$ cat config.mk
export PLATFORM = sky130hd
export DESIGN_NAME = round_timer_flat
export DESIGN_NICKNAME = d
export VERILOG_FILES = /design/src/rtl/round_timer_if.sv /design/src/rtl/round_timer.sv /design/src/flat_wrapper.sv
export SDC_FILE = /design/constraint.sdc
export NUM_CORES = 1
export LEC_CHECK = 0
export CAP_MARGIN = 10
export CORE_MARGIN = 2
export CORE_UTILIZATION = 43
export DETAILED_ROUTE_END_ITERATION = 10
export GPL_ROUTABILITY_DRIVEN = 0
export GPL_TIMING_DRIVEN = 0
export PLACE_DENSITY = 0.68
export SYNTH_ARGS = -nofsm -noshare
export SYNTH_HDL_FRONTEND = slang
export SYNTH_SLANG_ARGS = --single-unit
$ cat constraint.sdc
create_clock -name clk -period 2.3 [get_ports clk]
set_input_delay 0.345 -clock clk [delete_from_list [all_inputs] [get_ports clk]]
set_output_delay 0.345 -clock clk [all_outputs]
set_load 0.01 [all_outputs]
$ cat src/rtl/round_timer_if.sv
// ============================================================================
// Module      : round_timer_if
// Description : Control/status bundle between game control and round_timer.
//               The warn signal exists only when TIMER_WARN_EN is defined.
// Revision    : 1.0 - initial release
// ============================================================================
`default_nettype none

interface round_timer_if;
    logic       start;
    logic       pause;
    logic [6:0] time_left;
    logic       running;
    logic       expired;
    logic       done;
`ifdef TIMER_WARN_EN
    logic       warn;

    modport master (
        output start,
        output pause,
        input  time_left,
        input  running,
        input  expired,
        input  done,
        input  warn
    );

    modport slave (
        input  start,
        input  pause,
        output time_left,
        output running,
        output expired,
        output done,
        output warn
    );
`else
    modport master (
        output start,
        output pause,
        input  time_left,
        input  running,
        input  expired,
        input  done
    );

    modport slave (
        input  start,
        input  pause,
        output time_left,
        output running,
        output expired,
        output done
    );
`endif
endinterface

`default_nettype wire

$ cat src/rtl/round_timer.sv
// ============================================================================
// Module      : round_timer
// Description : Fight-round seconds countdown (START_VAL down to 0, one step
//               per TICK_DIV clocks). Optional macro TIMER_WARN_EN adds warn.
// Revision    : 1.0 - initial release
// ============================================================================
`default_nettype none

module round_timer #(
    parameter int TICK_DIV  = 50000000,
    parameter int START_VAL = 99,
    parameter int CNT_W     = 26
) (
    input  wire logic   clk,
    input  wire logic   rst_n,
    round_timer_if.slave tmr
);

    typedef enum logic [1:0] {
        S_IDLE = 2'd0,
        S_RUN  = 2'd1,
        S_DONE = 2'd2
    } state_t;

    localparam logic [CNT_W-1:0] c_TICK_LAST = CNT_W'(TICK_DIV - 1);
    localparam logic [6:0]       c_START     = 7'(START_VAL);
    localparam logic [6:0]       c_WARN_MAX  = 7'd10;

    state_t           r_state;
    state_t           w_state_nxt;
    logic [CNT_W-1:0] r_presc;
    logic [CNT_W-1:0] w_presc_nxt;
    logic [6:0]       r_time;
    logic [6:0]       w_time_nxt;
    logic             r_expired;
    logic             w_expired_nxt;
    logic             r_running;
    logic             r_done;

    always_ff @(posedge clk) begin
        if (!rst_n) begin
            r_state   <= S_IDLE;
            r_presc   <= '0;
            r_time    <= c_START;
            r_expired <= 1'b0;
            r_running <= 1'b0;
            r_done    <= 1'b0;
        end else begin
            r_state   <= w_state_nxt;
            r_presc   <= w_presc_nxt;
            r_time    <= w_time_nxt;
            r_expired <= w_expired_nxt;
            r_running <= (w_state_nxt == S_RUN);
            r_done    <= (w_state_nxt == S_DONE);
        end
    end

    always_comb begin
        w_state_nxt   = r_state;
        w_presc_nxt   = r_presc;
        w_time_nxt    = r_time;
        w_expired_nxt = 1'b0;

        case (r_state)
            S_IDLE: begin
                w_presc_nxt = '0;
                w_time_nxt  = c_START;
                if (tmr.start) begin
                    w_state_nxt = S_RUN;
                end
            end

            S_RUN: begin
                // start beats both pause and a coincident terminal tick
                if (tmr.start) begin
                    w_presc_nxt = '0;
                    w_time_nxt  = c_START;
                end else if (!tmr.pause) begin
                    if (r_presc == c_TICK_LAST) begin
                        w_presc_nxt = '0;
                        if (r_time > 7'd1) begin
                            w_time_nxt = r_time - 7'd1;
                        end else begin
                            w_time_nxt    = '0;
                            w_state_nxt   = S_DONE;
                            w_expired_nxt = 1'b1;
                        end
                    end else begin
                        w_presc_nxt = r_presc + 1'b1;
                    end
                end
            end

            S_DONE: begin
                w_presc_nxt = '0;
                w_time_nxt  = '0;
                if (tmr.start) begin
                    w_state_nxt = S_RUN;
                    w_time_nxt  = c_START;
                end
            end

            default: begin
                w_state_nxt = S_IDLE;
                w_presc_nxt = '0;
                w_time_nxt  = c_START;
            end
        endcase
    end

    assign tmr.time_left = r_time;
    assign tmr.running   = r_running;
    assign tmr.expired   = r_expired;
    assign tmr.done      = r_done;

`ifdef TIMER_WARN_EN
    logic r_warn;
    logic w_warn_nxt;

    // Derived from next-state values so warn lines up with time_left.
    always_comb begin
        w_warn_nxt = (w_state_nxt == S_RUN) && (w_time_nxt != 7'd0) &&
                     (w_time_nxt <= c_WARN_MAX);
    end

    always_ff @(posedge clk) begin
        if (!rst_n) begin
            r_warn <= 1'b0;
        end else begin
            r_warn <= w_warn_nxt;
        end
    end

    assign tmr.warn = r_warn;
`endif

endmodule

`default_nettype wire
$ cat src/flat_wrapper.sv
// flat-port wrapper written by rule: the top's interface ports become plain ports
module round_timer_flat 
#(
    parameter int TICK_DIV  = 50000000,
    parameter int START_VAL = 99,
    parameter int CNT_W     = 26
)
  (clk, rst_n, tmr_start, tmr_pause, tmr_time_left, tmr_running, tmr_expired, tmr_done);
  round_timer_if tmr_i ();
  input  wire logic clk;
  input  wire logic rst_n;
  input wire logic [$bits(tmr_i.start)-1:0] tmr_start;
  input wire logic [$bits(tmr_i.pause)-1:0] tmr_pause;
  output wire logic [$bits(tmr_i.time_left)-1:0] tmr_time_left;
  output wire logic [$bits(tmr_i.running)-1:0] tmr_running;
  output wire logic [$bits(tmr_i.expired)-1:0] tmr_expired;
  output wire logic [$bits(tmr_i.done)-1:0] tmr_done;
  assign tmr_i.start = tmr_start;
  assign tmr_i.pause = tmr_pause;
  assign tmr_time_left = tmr_i.time_left;
  assign tmr_running = tmr_i.running;
  assign tmr_expired = tmr_i.expired;
  assign tmr_done = tmr_i.done;
  round_timer #(.TICK_DIV(TICK_DIV), .START_VAL(START_VAL), .CNT_W(CNT_W)) u_core (.clk(clk), .rst_n(rst_n), .tmr(tmr_i));
endmodule
==> results.md, run 1 <==
Route:
- The number of iterations in the first detailed-routing pass is 4.
- Once detail routing completed, the nets flagged for antenna violations numbered 0.
- The detailed router placed 1858 vias in this run.
- The final routed wirelength across all metal layers is 4550 um.
- Using the TritonRoute via totals, the vias-per-cell ratio works out to 5.88.
- The count of routing violations after the opening detailed-route iteration is 153.
- The routed wire length per instance is 14.4 um.
- After detailed routing, the number of remaining DRC violations is 0.

Synth:
- Sorting the synthesized cells by area gives the leading types as sky130_fd_sc_hd__dfxtp_1, sky130_fd_sc_hd__a21oi_1, sky130_fd_sc_hd__ha_1.
- The post-synthesis net count is 252.
- The number of distinct library cell variants in the gate-level netlist after synthesis is 41.
- A synthesized cell averages 8.57 um^2.
- In the synthesized netlist, the cells that appear most often are sky130_fd_sc_hd__dfxtp_1, sky130_fd_sc_hd__a21oi_1, sky130_fd_sc_hd__nor2_1.
- The gate count after technology mapping is 241.
- The cell area that synthesis handed to floorplanning was 2060 um^2.
- The largest area contributor in the netlist is sky130_fd_sc_hd__dfxtp_1.
- Of the post-synthesis cell area, the dominant cell type holds 36.8%.
- Synthesis inferred 38 register bits.
- Counting flops with a built-in enable in the synthesized netlist gives 0.
- The sequential cell area fraction in the yosys report is 36.8%.
- The async set-or-reset flop fraction in the synthesized netlist is 0%.
- The yosys synthesis warning count is 0.
- The most frequently used flop master after synthesis is sky130_fd_sc_hd__dfxtp_1.
- In the post-synthesis netlist, the cell with the most instances is sky130_fd_sc_hd__dfxtp_1.

Timing:
- Between clock sinks in the finished design, the worst skew comes to 0.00487 ns.
- The final critical-path required period is 2.18 ns.
- The setup-violating endpoint count in the final report is 0.
- Setup repair after global routing left no endpoint under its margin.
- The final count of pins violating max slew is 0.
- The final cycle utilization of the critical path is 94.8%.
- The final hold slack is 0.484 ns.
- The relative max-transition margin is 56.8%.
- The measured slew at the worst slew-check pin is 0.643 ns.
- The number of endpoints with negative hold slack in the final report is 0.
- For this run, the top clock speed supported by timing is 459 MHz.

Power:
- The overall power is 1.22 mW.
- For this design the ratio of total power to cell area is 510 nW/um^2.
- The leakage power of the design is 0.794 nW.
- Cell internal power was estimated by the tool at 937 uW.
- Per report_power, the combinational group accounts for 5.9% of the total.
- The power dissipated by switching net loads is 281 uW.
- The largest voltage drop on the vdd net is 342 uV.
- The portion of total power attributed to sequential cells is 55.1%.
- Of the total power, the clock network draws 39.0%.
- The net switching share of the total power is 23.1%.

Floorplanning:
- The effective utilization at floorplan is 44.3%.
- The region available for standard cell placement spans 4660 um^2.
- The overall die width is 73.3 um.
- The site row count is 25.
- The count of boundary I/O pins is 14.
- The die covers 5370 um^2.
- The die height is 73.3 um.

Setup path:
- The nature of the critical path startpoint is a primary input.
- Data on the critical path arrives at its endpoint at 2.36 ns.
- The required time reported for the critical path endpoint is 2.48 ns.
- The critical path start-end classification is primary input to flip-flop.
- Traced cell by cell, the critical path runs through dlygate4sd2_1 -> nand4b_4 -> or4_4 -> buf_6 -> buf_2 -> o41ai_2 -> a21oi_1.
- Among all stages on the critical path, the largest delay is contributed by sky130_fd_sc_hd__or4_4.
- The largest stage delay on the critical path is 0.60 ns.
- The endpoint kind of the worst setup timing path is a flip-flop.
- Of all nets on the critical path, the largest fanout is 10.

Clock tree:
- The clock input transition at the sequential cells of the worst setup and hold paths is 0.07 ns.
- The buffer depth of the longest clock path is 2.
- The number of gates resized after CTS was 3.
- The clock net in this run drives a total of 38 sinks.
- The CTS tree is built.
- The later pin in the worst-skew pair is clocked with a latency of 0.29 ns.
- CTS built an H-tree with a depth of 2.
- The buffers inserted during post-CTS setup optimization is 0.
- Hold repair after CTS inserted 0 buffers.
- The cell sitting at the root of the clock tree is a sky130_fd_sc_hd__clkbuf_8.
- The number of clock buffers added by TritonCTS is 5.

Cells and area:
- The fraction of layout instances using a drive strength above 1 is 7.63%.
- The net count of the finished layout is 272.
- The post-synthesis to final-layout area growth is 15.7%.
- The number of antenna diodes in the final layout is 0.

GRT:
- The number of antenna violations at the first check in global routing is 0.
- Global routing used 18.3% of the available tracks.
- The via count of the first global-routing pass is 1668.
- The pin count of the biggest net entering global routing is 12.
- The global-route wire length before repair is 7750 um.
- Summed over all layers, the global routing overflow is 0.

Placement:
- Buffers placed on the I/O ports in this run total 13.
- Once detailed placement completed, the half-perimeter wirelength came to 3170 um.

Job:
- Max-cap violations in this run came to 0.

Min path:
- The kind of path behind the tightest hold check is flip-flop to flip-flop.

Run status:
- The flow ran to the end, and the final reports show no timing, DRC or antenna violations.
[cell type report]
| type | count | area, um^2 |
|---|---|---|
| fillers | 447 | 2270 |
| well taps | 54 | 67.6 |
| clock inverters | 1 | 5.00 |
| plain buffers | 7 | 37.5 |
| clock buffers | 7 | 86.3 |
| repair buffers | 13 | 129 |
| flip-flops and latches | 38 | 761 |
| multi-input cells | 187 | 1270 |
| inverters | 9 | 33.8 |
[stage by stage]
stage / cell area, um^2 / utilization, % / std cells / TNS [ns] / worst slack [ns]
after floorplan: 2060 / - / 241 / 0 / 0.330
after global placement: 2260 / 48.5 / 308 / -13.12 / -0.496
after detailed placement: 2260 / 48.5 / 308 / -13.57 / -0.506
after CTS: 2360 / 50.7 / 316 / 0 / 0.0180
after global routing: 2390 / 51.2 / 316 / 0 / 0.0217
final: 2390 / 51.2 / 316 / 0 / 0.121
[registers in the layout, indices dropped and copies added, names as in the netlist]
signal / flops
u_core.r_presc: 26
u_core.tmr.time_left: 7
u_core.tmr.expired: 1
u_core.tmr.running: 1
u_core.tmr.done: 1
u_core.r_state: 2
[path summary, 6_finish.rpt]
| path | from | end | slack (ns) | depth (start not counted) |
|---|---|---|---|---|
| worst max-delay path | tmr_pause | u_core.r_presc[21] | 0.12 | 7 |
| worst min-delay path | u_core.r_presc[25] | u_core.r_presc[25] | 0.48 | 2 |
| worst max register to register | u_core.r_presc[2] | u_core.r_presc[21] | 0.14 | 6 |
| worst min register to register | u_core.r_presc[25] | u_core.r_presc[25] | 0.48 | 2 |
[routing by layer]
metal | up-vias | wire length, um | GRT usage [%]
li1 | 960 | - | -
met1 | 853 | 2250 | 25.6
met2 | 38 | 2080 | 27.3
met3 | 7 | 140 | 4.12
met4 | 0 | 83 | 7.27
met5 | - | 0 | 0
[placed cells by master (no fill, tap or decap), types with 4 or more instances in the layout]
cell	count
sky130_fd_sc_hd__clkdlybuf4s50_1	12
sky130_fd_sc_hd__nand2_1	14
sky130_fd_sc_hd__a21oi_1	20
sky130_fd_sc_hd__xor2_1	5
sky130_fd_sc_hd__clkbuf_1	4
sky130_fd_sc_hd__inv_1	9
sky130_fd_sc_hd__dfxtp_1	38
sky130_fd_sc_hd__mux2i_1	6
sky130_fd_sc_hd__nor3_1	6
sky130_fd_sc_hd__nand4_1	11
sky130_fd_sc_hd__ha_1	6
sky130_fd_sc_hd__o21ai_0	7
sky130_fd_sc_hd__o31ai_1	5
sky130_fd_sc_hd__clkbuf_8	6
sky130_fd_sc_hd__nor2b_1	7
sky130_fd_sc_hd__xnor2_1	7
sky130_fd_sc_hd__or3_1	6
sky130_fd_sc_hd__nand3_1	14
sky130_fd_sc_hd__o41ai_1	5
sky130_fd_sc_hd__nor2_1	19
sky130_fd_sc_hd__a311oi_1	5
sky130_fd_sc_hd__and4_1	4
sky130_fd_sc_hd__or4_1	6
sky130_fd_sc_hd__nor3b_1	4
[logic make-up after synthesis]
group,Yosys count,share of synthesized area [%]
DFF,38,36.8
buffers and inverters,16,3.45
adders and majority gates,7,4.24
muxes,6,2.91
AOI/OAI and AO/OA,52,16.2
xor gates and xnor gates,12,5.09
and+or+nand+nor,110,31.2
[critical path, delay by kind of cell]
| kind | cells | cell delay (ns) |
|---|---|---|
| AOI/OAI and AO/OA | 2 | 0.45 |
| buffers and inverters | 3 | 0.67 |
| and+or+nand+nor | 2 | 0.89 |
[power groups by stage]
stage	Clock, mW	Combinational [mW]	Sequential [mW]
global route	0.520	0.0814	0.672
CTS	0.493	0.0718	0.671
floorplan	0	0.0420	0.687
finish	0.475	0.0718	0.671
global placement	0	0.0706	0.686
detailed placement	0	0.0719	0.686
Note: power is estimated with default switching activity, not from simulation.
==> run 2, diff against run 1 <==
--- a/config.mk
+++ b/config.mk
@@ -6,7 +6,6 @@
 export NUM_CORES = 1
 export LEC_CHECK = 0
 export CAP_MARGIN = 10
-export CORE_MARGIN = 2
 export CORE_UTILIZATION = 43
 export DETAILED_ROUTE_END_ITERATION = 10
 export GPL_ROUTABILITY_DRIVEN = 0
==> run 2 against run 1 <==
  * Via count grew 1.9%
  * Worst setup slack gained 0.045 ns
  * Sequential cell count unchanged
  * Cell count shrank 0.32%
  * Clock-buffer cell count stayed put
  * Routed wire length is 2.3% lower
  * Sequential share of layout area up 0.12 points
  * Global-route usage grew 0.78 points
  * Register-to-register slack better by 0.04 ns
  * First-iteration DRC count up 37%
  * Largest power group unchanged
==> results.md, run 2 (same netlist as run 1, synthesis figures left out) <==
Run status:
- Outcome: finished clean (unchanged).

Clock tree:
- The CTS tree was built (unchanged).
- The H-tree level count is 2 (unchanged).
- The buffer depth of the longest clock path is 2 (unchanged).
- The clock latency on the worst-skew pair is 0.30 ns (was 0.29 ns).
- The clock sink total came to 38 (unchanged).
- The clock input transition at the sequential cells of the worst setup and hold paths is 0.07 ns (about the same).
- The quantity of hold-fixing buffers added after cts was 0 (unchanged).
- The total CTS buffers is 5 (unchanged).
- The root buffer selected by CTS is sky130_fd_sc_hd__clkbuf_8 (unchanged).

Route:
- The via density per instance is 6.01 (was 5.88).
- The number of iterations in the first detailed-routing pass is 4 (unchanged).
- The number of remaining DRC errors is 0 (unchanged).
- The final antenna-violating net count is 0 (unchanged).
- The routed wire length per instance is 14.1 um (was 14.4 um).
- The via total after detailed routing is 1893 (was 1858).
- The count of routing violations after the opening detailed-route iteration is 210 (was 153).
- The final routed wirelength across all metal layers is 4450 um (was 4550 um).

Floorplanning:
- The overall die width is 71.3 um (was 73.3 um).
- The count of boundary I/O pins is 14 (unchanged).
- The area enclosed by the die boundary is 5080 um^2 (was 5370 um^2).
- The site row count is 24 (was 25).
- The die height is 71.3 um (was 73.3 um).
- The effective utilization at floorplan came to 46.1% (was 44.3%).
- The area of the core is 4470 um^2 (was 4660 um^2).

Timing:
- The relative max-transition margin is 29.3% (was 56.8%).
- The final count of pins violating max slew is 0 (unchanged).
- The final critical-path required period is 2.13 ns (was 2.18 ns).
- The fmax came to 469 MHz (was 459 MHz).
- RSZ-0062 raised after global routing: no (unchanged).
- The setup-violating endpoint count in the final report is 0 (unchanged).
- The measured slew at the worst slew-check pin is 1.05 ns (was 0.643 ns).
- The final cycle utilization of the critical path was 92.8% (was 94.8%).
- The final critical-path setup slack was 0.166 ns (was 0.121 ns).
- The maximum clock skew at final layout is 0.0132 ns (was 0.00487 ns).
- The number of endpoints with negative hold slack in the final report was 0 (unchanged).

Setup path:
- The worst setup path startpoint is tmr_pause (unchanged).
- The nature of the critical path startpoint is a primary input (unchanged).
- The largest stage delay on the critical path was 0.58 ns (was 0.60 ns).
- The startpoint of the worst register-to-register path is u_core.tmr.time_left[2] (was u_core.r_presc[2]).
- The endpoint kind of the worst setup timing path is a flip-flop (unchanged).
- The total stage count of the critical path came to 7 (unchanged).
- The family of cells with the greatest summed delay on the critical path is simple AND/OR/NAND/NOR gates (unchanged).
- The endpoint of the most critical register-to-register path is u_core.tmr.running (was u_core.r_presc[21]).
- Critical Path, Cell by Cell: dlygate4sd2_1 -> nand4b_4 -> or4_4 -> buf_6 -> buf_2 -> o41ai_1 -> a21oi_1 (was dlygate4sd2_1 -> nand4b_4 -> or4_4 -> buf_6 -> buf_2 -> o41ai_2 -> a21oi_1).
- The setup slack of the most critical reg-to-reg path came to 0.18 ns (was 0.14 ns).
- The data arrival time at the worst-slack endpoint is 2.30 ns (was 2.36 ns).
- The worst-case reg-to-reg path depth came to 4 (was 6).
- The number of buffer and inverter stages on the critical path is 3 (unchanged).
- The cell at the slowest stage of the critical path is sky130_fd_sc_hd__or4_4 (unchanged).
- The maximum fanout along the worst path is 10 (unchanged).
- The required time reported for the critical path endpoint was 2.47 ns (was 2.48 ns).
- The critical path start-end classification is primary input to flip-flop (unchanged).
- The capturing instance or port of the critical path is u_core.r_presc[21] (unchanged).

Cells and area:
- The number of flip-flops under the largest register name is 26 (unchanged).
- The antenna diode instance count came to 0 (unchanged).
- Top library cells by usage in the layout, fill and taps aside: sky130_fd_sc_hd__dfxtp_1, sky130_fd_sc_hd__a21oi_1, sky130_fd_sc_hd__nor2_1 (unchanged).
- The fraction of layout instances using a drive strength above 1 is 7.22% (was 7.63%).
- The leading cell type in the layout, fill and taps excluded is sky130_fd_sc_hd__dfxtp_1 (unchanged).
- The register ranked first by flip-flop count is u_core.r_presc (unchanged).
- The share of the core filled with cells in the final layout is 53.2% (was 51.2%).
- The post-synthesis to final-layout area growth is 15.3% (was 15.7%).
- The post-layout net count is 273 (was 272).

GRT:
- The final global-route overflow total is 0 (unchanged).
- The global-route wire length before repair came to 7700 um (was 7750 um).
- The number of antenna violations at the first check in global routing is 0 (unchanged).
- The total global-route track usage is 19.1% (was 18.3%).
- The via count of the first global-routing pass came to 1644 (was 1668).
- The pin count of the biggest net entering global routing is 12 (unchanged).

Job:
- The max-capacitance violation count was 0 (unchanged).

Placement:
- The half-perimeter wire length of the detailed placement result is 3090 um (was 3170 um).
- The pre-CTS setup slack is -0.558 ns (was -0.506 ns).
- The quantity of I/O buffers inserted on ports was 13 (unchanged).

Min path:
- The kind of path behind the tightest hold check is flip-flop to flip-flop (unchanged).

Power:
- The largest voltage drop on the vdd net is 340 uV (was 342 uV).
- The leakage power of the design is 0.797 nW (was 0.794 nW).
- The power density of the placed cells was 514 nW/um^2 (was 510 nW/um^2).
run 2: cell count changes in the layout (fill, tap and decap cells not counted), sizes merged:
| cell | previous run | this run |
|---|---|---|
| buf | 4 | 5 |
run 2: stage by stage:
stage          cells  area, um^2  TNS (ns)  hold slack, ns  total power, mW
2_1_floorplan    241        2060         0           0.447            0.729
5_1_grt          315        2380         0           0.519             1.27
6_report         315        2380         0           0.495             1.22
4_1_cts          315        2380         0           0.494             1.24
3_3_place_gp     306        2260    -14.17           0.467            0.757
3_5_place_dp     306        2260    -14.96           0.485            0.758
run 2: power by group:
part / leakage, nW / switching (mW) / total (mW) / internal, mW
registers: 0.307 / 0.00718 / 0.671 / 0.664
logic: 0.441 / 0.0399 / 0.0718 / 0.0319
clock network: 0.0482 / 0.238 / 0.480 / 0.242
total: 0.797 / 0.285 / 1.22 / 0.937
run 2: final cells by class:
cell class / instances / area [um^2]
fill: 407 / 2090
clock buffer: 7 / 86.3
multi-input combinational: 187 / 1250
buffer: 7 / 37.5
tap: 52 / 65.1
inverter: 9 / 33.8
timing repair buffer: 14 / 136
clock inverter: 1 / 5.00
sequential: 38 / 761
run 2: how the worst min path moves through the flow:
stage | startpoint | endpoint | slack (ns) | cells after the start
after floorplan | u_core.r_presc[25] | u_core.r_presc[25] | 0.45 | 2
after global placement | u_core.r_presc[23] | u_core.r_presc[23] | 0.47 | 2
after detailed placement | u_core.r_presc[25] | u_core.r_presc[25] | 0.48 | 2
after CTS | u_core.r_presc[25] | u_core.r_presc[25] | 0.49 | 2
after global routing | u_core.r_presc[25] | u_core.r_presc[25] | 0.52 | 2
final | u_core.r_presc[23] | u_core.r_presc[23] | 0.49 | 2
run 2: what timing repair did:
| action | CTS | global route |
|---|---|---|
| setup endpoints to repair | 27 | 20 |
| setup buffers | 1 | 0 |
| resized for setup | 4 | 1 |
| gates cloned | 0 | 0 |
run 2: worst reg2reg max path: stages (launching register included):
cell	delay (ns)
sky130_fd_sc_hd__dfxtp_1	0.39
sky130_fd_sc_hd__nor4_1	0.92
sky130_fd_sc_hd__and3_1	0.32
sky130_fd_sc_hd__nand3_1	0.13
sky130_fd_sc_hd__o211a_1	0.25
run 2: layer usage:
metal  vias to the layer above  part of all wire [%]  GRT usage [%]
met1                       885                    52           28.2
met5                         -                     0              0
li1                        967                     -              -
met4                         0                   1.6           7.56
met3                         6                   4.4           4.36
met2                        35                    42           26.7
==> run 3, diff against run 2 <==
--- a/config.mk
+++ b/config.mk
@@ -10,7 +10,8 @@
 export DETAILED_ROUTE_END_ITERATION = 10
 export GPL_ROUTABILITY_DRIVEN = 0
 export GPL_TIMING_DRIVEN = 0
-export PLACE_DENSITY = 0.68
+export PLACE_DENSITY = 0.71
+export SKIP_LAST_GASP = 1
 export SYNTH_ARGS = -nofsm -noshare
 export SYNTH_HDL_FRONTEND = slang
 export SYNTH_SLANG_ARGS = --single-unit
==> constraint.sdc (replaced) <==
create_clock -name clk -period 1.9 [get_ports clk]
set_input_delay 0.285 -clock clk [delete_from_list [all_inputs] [get_ports clk]]
set_output_delay 0.285 -clock clk [all_outputs]
set_load 0.01 [all_outputs]
==> run 3 against run 2 <==
  * Design area increased by 10%
  * Largest cell class unchanged
  * Critical path depth decreased by 2
  * Clock skew decreased by 0.0060 ns
  * Hold slack got worse by 0.065 ns
  * Critical endpoint is now u_core.r_presc[17]
  * Register-to-register slack got worse by 0.16 ns
  * Via count increased by 2.7%
  * Clock-buffer cell count unchanged
  * Die area unchanged
==> results.md, run 3 (same netlist as run 1, synthesis figures left out) <==
Power:
- The power dissipated by switching net loads is 360 uW (was 285 uW).
- The portion of total power attributed to the clock network is 39.5% (was 39.3%).
- The leakage power of the design was 0.892 nW (was 0.797 nW).
- The part of the power in combinational logic is 6.5% (was 5.9%).
- The internal power came to 1.14 mW (was 937 uW).
- The largest voltage drop on the vdd net is 435 uV (was 340 uV).
- The net switching share of the total power is 24.1% (was 23.3%).
- The power density of the placed cells was 571 nW/um^2 (was 514 nW/um^2).
- The portion of total power attributed to sequential cells is 54.0% (was 54.9%).
- The overall power is 1.50 mW (was 1.22 mW).

GRT:
- The via count of the first global-routing pass is 1749 (was 1644).
- The global-route wire length before repair is 8140 um (was 7700 um).
- The number of antenna violations at the first check in global routing is 0 (unchanged).
- The final global-route overflow total is 0 (unchanged).
- The total global-route track usage is 20.2% (was 19.1%).
- The pin count of the biggest net entering global routing is 12 (unchanged).

Floorplanning:
- The die height came to 71.3 um (unchanged).
- The area enclosed by the die boundary is 5080 um^2 (unchanged).
- The effective utilization at floorplan came to 46.1% (unchanged).
- The overall die width is 71.3 um (unchanged).
- The count of boundary I/O pins was 14 (unchanged).
- The area of the core is 4470 um^2 (unchanged).
- The site row count is 24 (unchanged).

Cells and area:
- The leading cell type in the layout, fill and taps excluded is sky130_fd_sc_hd__dfxtp_1 (unchanged).
- The fraction of layout instances using a drive strength above 1 is 21.7% (was 7.22%).
- The antenna diode instance count is 0 (unchanged).
- Top library cells by usage in the layout, fill and taps aside: sky130_fd_sc_hd__dfxtp_1, sky130_fd_sc_hd__nor2_1, sky130_fd_sc_hd__a21oi_1 (was sky130_fd_sc_hd__dfxtp_1, sky130_fd_sc_hd__a21oi_1, sky130_fd_sc_hd__nor2_1).
- The fill cell instance count of the final layout is 397 (was 407).
- The number of standard cells in the layout, taps in and fillers out is 329 (was 315).
- The number of flip-flops under the largest register name is 26 (unchanged).
- The register ranked first by flip-flop count is u_core.r_presc (unchanged).
- The post-synthesis to final-layout area growth is 27.0% (was 15.3%).
- The final design instance area without fill came to 2620 um^2 (was 2380 um^2).
- The post-layout net count is 287 (was 273).

Clock tree:
- The H-tree level count is 2 (unchanged).
- The buffer depth of the longest clock path is 2 (unchanged).
- The clock sink total is 38 (unchanged).
- The root buffer selected by CTS is sky130_fd_sc_hd__clkbuf_8 (unchanged).
- The total CTS buffers is 5 (unchanged).
- The clock latency on the worst-skew pair came to 0.30 ns (about the same).
- The clock input transition at the sequential cells of the worst setup and hold paths came to 0.08 ns (was 0.07 ns).
- The CTS tree is built (unchanged).
- The quantity of hold-fixing buffers added after cts came to 0 (unchanged).

Setup path:
- The cell at the slowest stage of the critical path is sky130_fd_sc_hd__or4_4 (unchanged).
- The family of cells with the greatest summed delay on the critical path is simple AND/OR/NAND/NOR gates (unchanged).
- The data arrival time at the worst-slack endpoint is 2.11 ns (was 2.30 ns).
- The largest stage delay on the critical path is 0.55 ns (was 0.58 ns).
- The nature of the critical path startpoint was a flip-flop (was primary input).
- The critical path start-end classification is flip-flop to flip-flop (was primary input to flip-flop).
- The endpoint kind of the worst setup timing path is a flip-flop (unchanged).
- The maximum fanout along the worst path is 9 (was 10).
- Critical Path, Cell by Cell: nand4b_4 -> or4_4 -> buf_6 -> or4_1 -> a21oi_1 (was dlygate4sd2_1 -> nand4b_4 -> or4_4 -> buf_6 -> buf_2 -> o41ai_1 -> a21oi_1).
- The number of buffer and inverter stages on the critical path is 1 (was 3).
- The required time reported for the critical path endpoint is 2.13 ns (was 2.47 ns).

Timing:
- In the finished design, the share of the clock period the worst path needs comes to 98.9%.
- The number of endpoints with negative hold slack in the final report is 0 (unchanged).
- The maximum clock skew at final layout is 0.00722 ns (was 0.0132 ns).
- The final count of pins violating max slew came to 0 (unchanged).
- The setup TNS is 0 ns (unchanged).
- Derived from the worst setup path, the maximum achievable clock frequency is 532 MHz.
- The measured slew at the worst slew-check pin is 0.620 ns (was 1.05 ns).
- The final hold slack is 0.430 ns (was 0.495 ns).
- The final critical-path required period is 1.88 ns.
- The setup-violating endpoint count in the final report was 0 (unchanged).
- The relative max-transition margin was 58.3% (was 29.3%).
- RSZ-0062 raised after global routing: yes (was no).

Route:
- The via density per instance is 5.91 (was 6.01).
- The routed wire length per instance was 15.2 um (was 14.1 um).
- The number of iterations in the first detailed-routing pass is 4 (unchanged).
- The via total after detailed routing is 1944 (was 1893).
- The final routed wirelength across all metal layers is 5010 um (was 4450 um).
- The count of routing violations after the opening detailed-route iteration is 149 (was 210).
- The number of remaining DRC errors came to 0 (unchanged).
- The final antenna-violating net count was 0 (unchanged).

Job:
- The max-capacitance violation count is 0 (unchanged).

Placement:
- The number of cells after detailed placement was 306 (unchanged).
- The half-perimeter wire length of the detailed placement result came to 3170 um (was 3090 um).
- The quantity of I/O buffers inserted on ports came to 13 (unchanged).
- The standard cell area after detailed placement was 2270 um^2 (was 2260 um^2).

Run status:
- Outcome: finished clean (unchanged).

Min path:
- The kind of path behind the tightest hold check is primary input to flip-flop (was flip-flop to flip-flop).
[run 3: cell types whose count changed in the layout (fill, tap and decap cells not counted), moves of 3 or more]
cell	delta
sky130_fd_sc_hd__dfxtp_2	+8
sky130_fd_sc_hd__dfxtp_1	-11
sky130_fd_sc_hd__dfxtp_4	+3
sky130_fd_sc_hd__buf_4	+16
sky130_fd_sc_hd__buf_2	-3
[run 3: through the flow]
| step | util (%) | setup slack (ns) |
|---|---|---|
| finish | 58.6 | 0.0203 |
| CTS | 55.9 | -0.0415 |
| detailed placement | 50.7 | -0.747 |
| global placement | 50.7 | -0.736 |
| floorplan | - | 0.0255 |
| global route | 58.6 | -0.0179 |
[run 3: layout make-up]
class / count / area [um^2] / area share (%)
multi-input cells: 187 / 1350 / 51.5
flip-flops and latches: 38 / 782 / 29.8
repair buffers: 29 / 255 / 9.73
clock buffers: 7 / 86.3 / 3.29
well taps: 52 / 65.1 / 2.48
plain buffers: 6 / 45.0 / 1.72
inverters: 9 / 33.8 / 1.29
clock inverters: 1 / 5.00 / 0.191
[run 3: power by group through the flow]
stage               clock [mW]  combinational (mW)  sequential, mW
finish                   0.591              0.0977           0.809
floorplan                    0              0.0509           0.832
global placement             0              0.0853           0.830
detailed placement           0              0.0869           0.831
CTS                      0.606              0.0907           0.808
global route             0.628               0.109           0.810
[run 3: what timing repair did]
item / CTS / global route
buffers inserted: 12 / 4
resized for setup: 15 / 26
pin swaps: 4 / 12
setup endpoints to repair: 36 / 35
[run 3: per-layer routing]
layer / up-vias / global-route usage (%) / share of wire (%)
met4: 0 / 6.22 / 1.1
met3: 5 / 5.20 / 3.8
met1: 914 / 28.1 / 48
met5: - / 0 / 0
li1: 987 / - / -
met2: 38 / 30.9 / 47
[run 3: worst reg2reg max path: stages, from the launching register on]
cell and delay (ns):
sky130_fd_sc_hd__dfxtp_4 0.36, sky130_fd_sc_hd__nand4b_4 0.13, sky130_fd_sc_hd__or4_4 0.55, sky130_fd_sc_hd__buf_6 0.16
sky130_fd_sc_hd__or4_1 0.47, sky130_fd_sc_hd__a21oi_1 0.16
[run 3: final timing paths]
path | from | end | slack [ns] | cells after the start
setup / recovery | u_core.r_presc[2] | u_core.r_presc[17] | 0.02 | 5
hold / removal | tmr_pause | u_core.r_presc[0] | 0.43 | 3
setup reg to reg | u_core.r_presc[2] | u_core.r_presc[17] | 0.02 | 5
hold reg to reg | u_core.r_presc[23] | u_core.r_presc[23] | 0.50 | 2
